### src/rtl/flash_pkg.sv
// Shared timing constants and FSM encoding for the LED flash generator/detector pair.
// Both ends import the same defaults so their notion of timing agrees.
package flash_pkg;

  localparam int DEF_TIMEOUT   = 1024;
  localparam int DEF_MIN_PULSE = 2;

  typedef logic [1:0] state_t;

  localparam state_t ST_IDLE = 2'd0;
  localparam state_t ST_HIGH = 2'd1;
  localparam state_t ST_LOW  = 2'd2;

endpackage

### src/rtl/flash_sync_filter.sv
// Two-flop synchronizer plus glitch filter for the observed LED line.
// Emits the filtered level and one-cycle rise/fall strobes aligned with its change.
module flash_sync_filter
  import flash_pkg::*;
#(
  parameter int MIN_PULSE = DEF_MIN_PULSE
) (
  input  logic i_clk,
  input  logic i_rst_n,
  input  logic i_ld,
  output logic o_level,
  output logic o_rise,
  output logic o_fall
);

  localparam int CW = $clog2(MIN_PULSE + 1);
  localparam logic [CW-1:0] LAST = CW'(MIN_PULSE - 1);

  logic          r_s1;
  logic          r_s2;
  logic          r_level;
  logic          r_rise;
  logic          r_fall;
  logic [CW-1:0] r_cnt;

  // r_cnt holds how many consecutive synchronized samples have disagreed with r_level.
  always_ff @(posedge i_clk or negedge i_rst_n) begin
    if (!i_rst_n) begin
      r_s1    <= 1'b0;
      r_s2    <= 1'b0;
      r_level <= 1'b0;
      r_rise  <= 1'b0;
      r_fall  <= 1'b0;
      r_cnt   <= '0;
    end else begin
      r_s1   <= i_ld;
      r_s2   <= r_s1;
      r_rise <= 1'b0;
      r_fall <= 1'b0;
      if (r_s2 != r_level) begin
        if (r_cnt == LAST) begin
          r_level <= r_s2;
          r_rise  <= r_s2;
          r_fall  <= ~r_s2;
          r_cnt   <= '0;
        end else begin
          r_cnt <= r_cnt + 1'b1;
        end
      end else begin
        r_cnt <= '0;
      end
    end
  end

  assign o_level = r_level;
  assign o_rise  = r_rise;
  assign o_fall  = r_fall;

endmodule

### src/rtl/flash_detect.sv
// Decides whether a sampled LED line is flashing: measures rise-to-rise period,
// counts blinks and flags a steady-on line after TIMEOUT cycles without a rise.
module flash_detect
  import flash_pkg::*;
#(
  parameter int CNT_W     = 16,
  parameter int BLINK_W   = 8,
  parameter int TIMEOUT   = DEF_TIMEOUT,
  parameter int MIN_PULSE = DEF_MIN_PULSE
) (
  input  logic               clk,
  input  logic               rst,
  input  logic               ld_in,
  input  logic               clr,
  output logic               flashing,
  output logic               steady_on,
  output logic [BLINK_W-1:0] blink_cnt,
  output logic [CNT_W-1:0]   period,
  output logic               period_vld,
  output logic [1:0]         o_state
);

  localparam logic [CNT_W-1:0] TO = CNT_W'(TIMEOUT);

  logic               w_level;
  logic               w_rise;
  logic               w_fall;
  logic               w_timeout;
  state_t             r_state;
  logic [CNT_W-1:0]   r_gap;
  logic [CNT_W-1:0]   r_period;
  logic [BLINK_W-1:0] r_blink;
  logic               r_vld;
  logic               r_flashing;
  logic               r_steady;

  flash_sync_filter #(.MIN_PULSE(MIN_PULSE)) u_filter (
    .i_clk   (clk),
    .i_rst_n (rst),
    .i_ld    (ld_in),
    .o_level (w_level),
    .o_rise  (w_rise),
    .o_fall  (w_fall)
  );

  assign w_timeout = (r_gap == TO);

  // Gap saturates at TIMEOUT, so a rise arriving exactly then still measures TIMEOUT.
  always_ff @(posedge clk or negedge rst) begin
    if (!rst) begin
      r_state    <= ST_IDLE;
      r_gap      <= '0;
      r_period   <= '0;
      r_blink    <= '0;
      r_vld      <= 1'b0;
      r_flashing <= 1'b0;
      r_steady   <= 1'b0;
    end else begin
      r_vld <= 1'b0;
      if (w_rise && (r_blink != '1)) r_blink <= r_blink + 1'b1;
      if (w_rise)          r_gap <= CNT_W'(1);
      else if (!w_timeout) r_gap <= r_gap + 1'b1;
      if (w_fall) r_steady <= 1'b0;

      case (r_state)
        ST_IDLE: begin
          if (w_rise) r_state <= ST_HIGH;
        end
        ST_HIGH: begin
          if (w_fall) begin
            r_state <= ST_LOW;
          end else if (w_timeout) begin
            r_state    <= ST_IDLE;
            r_steady   <= 1'b1;
            r_flashing <= 1'b0;
          end
        end
        ST_LOW: begin
          if (w_rise) begin
            r_period   <= r_gap;
            r_vld      <= 1'b1;
            r_flashing <= 1'b1;
            r_state    <= ST_HIGH;
          end else if (w_timeout) begin
            r_state    <= ST_IDLE;
            r_steady   <= 1'b0;
            r_flashing <= 1'b0;
          end
        end
        default: r_state <= ST_IDLE;
      endcase

      // Clear zeroes the outputs, but a coincident rise still becomes the new reference.
      if (clr) begin
        r_flashing <= 1'b0;
        r_period   <= '0;
        r_vld      <= 1'b0;
        r_steady   <= 1'b0;
        r_blink    <= w_rise ? BLINK_W'(1) : '0;
        r_state    <= w_rise ? ST_HIGH : ST_IDLE;
        r_gap      <= w_rise ? CNT_W'(1) : '0;
      end
    end
  end

  assign flashing   = r_flashing;
  assign steady_on  = r_steady;
  assign blink_cnt  = r_blink;
  assign period     = r_period;
  assign period_vld = r_vld;
  assign o_state    = r_state;

endmodule

### config.mk
export PLATFORM = sky130hd
export DESIGN_NAME = flash_detect
export DESIGN_NICKNAME = d
export VERILOG_FILES = /design/src/rtl/flash_pkg.sv /design/src/rtl/flash_sync_filter.sv /design/src/rtl/flash_detect.sv
export SDC_FILE = /design/constraint.sdc
export NUM_CORES = 1
export LEC_CHECK = 0
export ABC_AREA = 1
export BUFFER_PORTS_ARGS = -buffer_cell sky130_fd_sc_hd__buf_4
export CAP_MARGIN = 20
export CORE_MARGIN = 3
export CORE_UTILIZATION = 50
export CTS_CLUSTER_SIZE = 25
export DETAILED_ROUTE_END_ITERATION = 7
export PLACE_DENSITY = 0.78
export SKIP_LAST_GASP = 1
export SLEW_MARGIN = 15
export SYNTH_ARGS = -nofsm -noshare
export SYNTH_HDL_FRONTEND = slang
export SYNTH_SLANG_ARGS = --single-unit
export TNS_END_PERCENT = 50
### constraint.sdc
create_clock -name clk -period 2.22 [get_ports clk]
set_clock_uncertainty 0.1 [all_clocks]
set_input_delay 0.222 -clock clk [delete_from_list [all_inputs] [get_ports clk]]
set_output_delay 0.222 -clock clk [all_outputs]
set_load 0.1 [all_outputs]
# Word level (Yosys, flattened, before mapping)
# Index checks and enable logic that the tools add are counted.
totals:
  ff_bits: 52
  inputBits: 4
  word_cells: 73
classes:
  n_bitwise: 1
  mux: 38
  eq_ne: 9
  reduce_logical: 9
  addsub: 3
ops:
  columns: ["cell", "count"]
  rows:
  - ["2-to-1 mux 16 bit", 6]
  - ["2-to-1 mux 1 bit", 20]
  - ["adder 16 x 1 -> 16 bit (second input constant)", 1]
  - ["equality test 16 x 11 -> 1 bit (second input constant)", 1]
  - ["2-to-1 mux 8 bit", 2]
  - ["2-to-1 mux 2 bit", 7]
  - ["adder 8 x 1 -> 8 bit (second input constant)", 1]
  - ["!= test 8 bit (second input constant)", 1]
  - ["!= test 3 x 2 -> 1 bit (second input constant)", 2]
  - ["case mux 2 bit (3 select lines)", 1]
  - ["AND reduction 2 bit", 3]
  - ["nonzero test 2 bit", 3]
  - ["equality test 2 x 1 -> 1 bit (second input constant)", 2]
  - ["case mux 1 bit (2 select lines)", 2]
  - ["!= test 3 bit (second input constant)", 1]
  - ["nonzero test 3 bit", 1]
  - ["adder 2 x 1 -> 2 bit (second input constant)", 1]
  - ["equality test 2 bit (second input constant)", 1]
  - ["zero test 2 bit", 1]
  - ["logical AND 1 bit", 1]
  - ["!= test 1 bit", 1]
  - ["inverter 1 bit", 1]

# Depth between registers and ports, before layout
depth:
  depth_word: 5
  depth_mapped: 11
  mapped_depth_nobuf: 11

# Hierarchy
# From an unflattened synthesis, not the netlist that was laid out.
hier_totals:
  hier_cells: 315
  area_unflattened_um2: 2581.2
by_module_without_submodules:
  columns: ["module", "area_per_inst_um2", "n_inst", "cells_per_inst"]
  rows:
  - ["flash_detect", 2347.3, 1, 294]
  - ["flash_sync_filter", 234.0, 1, 21]

# Least setup slack after synthesis
# No wires, ideal clock.
synth_path:
  path_kind: "register -> register"
  from: "register r_blink[0] (netlist: blink_cnt[0])"
  to: "register r_blink[6] (netlist: blink_cnt[6])"
  t_arrival_ps: 2184
  synth_period_minus_slack_ps: 2404
  setup_slack_ps: -184
  setup_ps: 120
  stages_incl_launch_ff: 11
  path_cell_list: "dfrtp_1 > ha_1 > nand2_1 > nor2_1 > nand2_2 > nor2_4 > a21boi_4 > nor2_8 > nor2_1 > nor2_1 > nor2_1"
synth_via:
  elab_chain_len: 3
  elab_cells_between_ends: 6
  cone_classes: "add/sub (1); eq/ne (1); mux (2); reduce/logical (2)"
synth_rtl:
  columns: ["element", "line_no", "text"]
  rows:
  - ["start: declaration", "flash_detect.sv:32", "logic [BLINK_W-1:0] r_blink;"]
  - ["start signal: assignment", "flash_detect.sv:60", "if (w_rise && (r_blink != '1)) r_blink <= r_blink + 1'b1;"]
  - ["start signal: assignment", "flash_detect.sv:99", "r_blink <= w_rise ? BLINK_W'(1) : '0;"]
  - ["adder 8 x 1 -> 8 bit / != test 8 bit (equally long branches)", "flash_detect.sv:60", null]
  - ["2-to-1 mux 8 bit / logical AND 1 bit (equally long branches)", "flash_detect.sv:60", null]
  - ["2-to-1 mux 8 bit / nonzero test 2 bit (equally long branches)", null, null]
# Several ways; a longest one is shown, not always the timed one. The select of a mux whose other input is x is not followed.
# A chain may end at the register's enable or synchronous reset.

# Worst setup path after layout
layout_path:
  from: "register r_state[0] (netlist: o_state[0])"
  to: "register r_period[5] (netlist: period[5])"
layout_via:
  elab_chain_len: 3
layout_rtl:
  columns: ["element", "line_no", "text"]
  rows:
  - ["start: declaration", "flash_detect.sv:29", "state_t r_state;"]
  - ["start signal: assignment", "flash_detect.sv:100", "r_state <= w_rise ? ST_HIGH : ST_IDLE;"]
  - ["equality test 2 bit", "flash_detect.sv:65", "case (r_state)"]
  - ["nonzero test 2 bit (no line)", null, null]
  - ["AND reduction 2 bit (no line)", null, null]
  - ["end signal: assignment", "flash_detect.sv:80", "r_period <= r_gap;"]
  - ["end: declaration", "flash_detect.sv:31", "logic [CNT_W-1:0] r_period;"]
# Every way passes these cells.

==> flow_summary.ini <==
[synth]
synth-seq-cells = 52
synth_top_area_share_pct = 49.7
yosysWarnings = 0
synthTopCellsByCount = 53 x nand2_1, 52 x dfrtp_1, 46 x nor2_1
synth.largest_area_cell = dfrtp_1
synthTopCellsByArea = dfrtp_1 50%, nand2_1 7.6%, nor2_1 6.6%, nand3_1 5.0%, inv_1 4.7%
synth_area_um2 = 2620
synth_seq_area_share_pct = 49.7
syn-num-nets = 325
ys_types = 31
synthArstFlopShare_pct = 100
synth-edff-count = 0
syn_inst = 314
avgSynthCellArea_um2 = 8.34
synth-main-ff-cell = dfrtp_1
yosysMostFrequentCell = nand2_1

[placement]
place_congestion = 0.883
dp.cells = 408
port-buffer-count = 32
dp_slack_ns = 0.430
dp_hpwl_um = 3890

[critical_path]
worst_ep_arrival_time_ns = 1.94
critPathCaptureType = flip-flop
critPathMaxFanout = 18
crit_type = flip-flop to flip-flop
worstPathRequired_ns = 2.35
cp-start-kind = flip-flop

[global_routing]
antenna_found_initial = 0
grt_pass1_wl_um = 9450
grt_start_max_net_pins = 53
gr-total-overflow = 0
grt_pass1_vias = 2077
grt_use_total_pct = 19.3

[power_and_ir_drop]
leakage_nw = 1.53
pwr_density_cell_nw_per_um2 = 732
power.total_mw = 2.22
max-vdd-ir-drop_mv = 0.365

[floorplanning]
core.rowCount = 25
die_w_um = 78.4
core-area_um2 = 4880
die-area_um2 = 6140
dieHeight_um = 78.4
num_io_pins = 33
start_util_pct = 53.7

[cts]
clk_pin_slew_worst_paths_ns = 0.09
post-cts-setup-buffers = 0
cts_tree = yes
clock_path_buffers = 2
hold_buffers = 2
root_buffer = clkbuf_8
clkLatencyLatePin_ns = 0.30
cts_sinks = 52
ctsHtreeMaxLevel = 2
cts_buffers = 5
cts_resized = 0

[sta]
clock.fmax_mhz = 550
final_max_slew_viol_count = 0
hold_viol_final = 0
setup-violations-final = 0
layout_setup_ws_ns = 0.403
fin_crit_ns = 1.82
tightest_slew_ns = 0.719
fin_setup_tns_ns = 0
max_slew_margin_pct = 52.0
grt_setup_unrepaired = false
min_period_over_period_pct = 81.8

[detailed_routing]
drt_iter0_drc = 155
ant_nets = 0
drtPass1Iterations = 4
drc = 0
wirelength_um = 5460
vias = 2201
avgViaCountPerCell = 5.27
wl_per_cell_um = 13.1

[job]
max-cap-violations = 0

[final_layout]
drive_gt1_share_pct = 18.2
fin_cells = 418
antenna_cells = 0
final_core_util_pct = 62.2
nNetsFinal = 361
area_growth_pct = 15.9

[status]
status = complete, no violations

[hold_path]
min_path_type = input port to flip-flop
worst max-delay path, stage by stage, from the launching register on:
cell and delay [ns]:
dfrtp_1 0.45, inv_1 0.11, ha_1 0.22, nand2_2 0.24, nor2_2 0.27, inv_2 0.16, o21ai_0 0.18
power by group:
part | internal, mW | switching, mW
clock | 0.249 | 0.305
combinational | 0.166 | 0.415
sequential | 1.01 | 0.0761
kinds of logic after synthesis:
| family | synth area share (%) |
|---|---|
| AOI/OAI and AO/OA | 10.1 |
| xor gates and xnor gates | 1.34 |
| adders and majority gates | 3.34 |
| buffers and inverters | 6.73 |
| DFF | 49.7 |
| and+or+nand+nor | 28.8 |
layout make-up:
class,instances,area (µm²)
clock buffer,6,82.6
clock inverter,2,10.0
fill,439,1840
inverter,39,146
multi-input combinational,217,1140
sequential,52,1300
tap,67,83.8
timing repair buffer,35,268
final timing paths:
kind	to	start	slack, ns	depth (start not counted)
min	period_vld	clr	0.13	2
max reg2reg	period[5]	o_state[0]	0.40	6
min in group asynchronous	period[13]	rst	0.38	2
min reg2reg	u_filter.r_s2	u_filter.r_s1	0.26	0
max	period[5]	o_state[0]	0.40	6
max in group asynchronous	blink_cnt[0]	rst	1.18	2
layout by cell type (no fill, tap or decap), types with 8 or more instances in the layout:
cell and instances:
inv_1 33, o21ai_0 14, nand2_1 53, a21oi_1 10
nand3_1 26, dfrtp_1 50, nand4_1 8, nor2_1 46
o21ai_1 18, buf_4 33
through the flow:
stage               area [µm²]  hold slack, ns
floorplan                 2620          -0.174
global placement          2920           0.190
detailed placement        2920           0.195
CTS                       3040           0.125
global route              3040           0.132
finish                    3040           0.127
per-layer routing:
layer  wire (µm)  GRT usage, %  share of wire [%]  vias to the layer above
met3         274          4.01                5.0                        7
met4          80          8.57                1.5                        0
met2        2510          29.5                 46                       67
met1        2590          26.6                 47                     1036
li1            -             -                  -                     1091
met5           0             0                  0                        -
state kept, by name, summed over array words and instances (netlist names), 2 cells and up:
register	count
blink_cnt	8
o_state	2
period	16
r_gap	16
u_filter.r_cnt	2
Power figures use the tool's default switching activity.
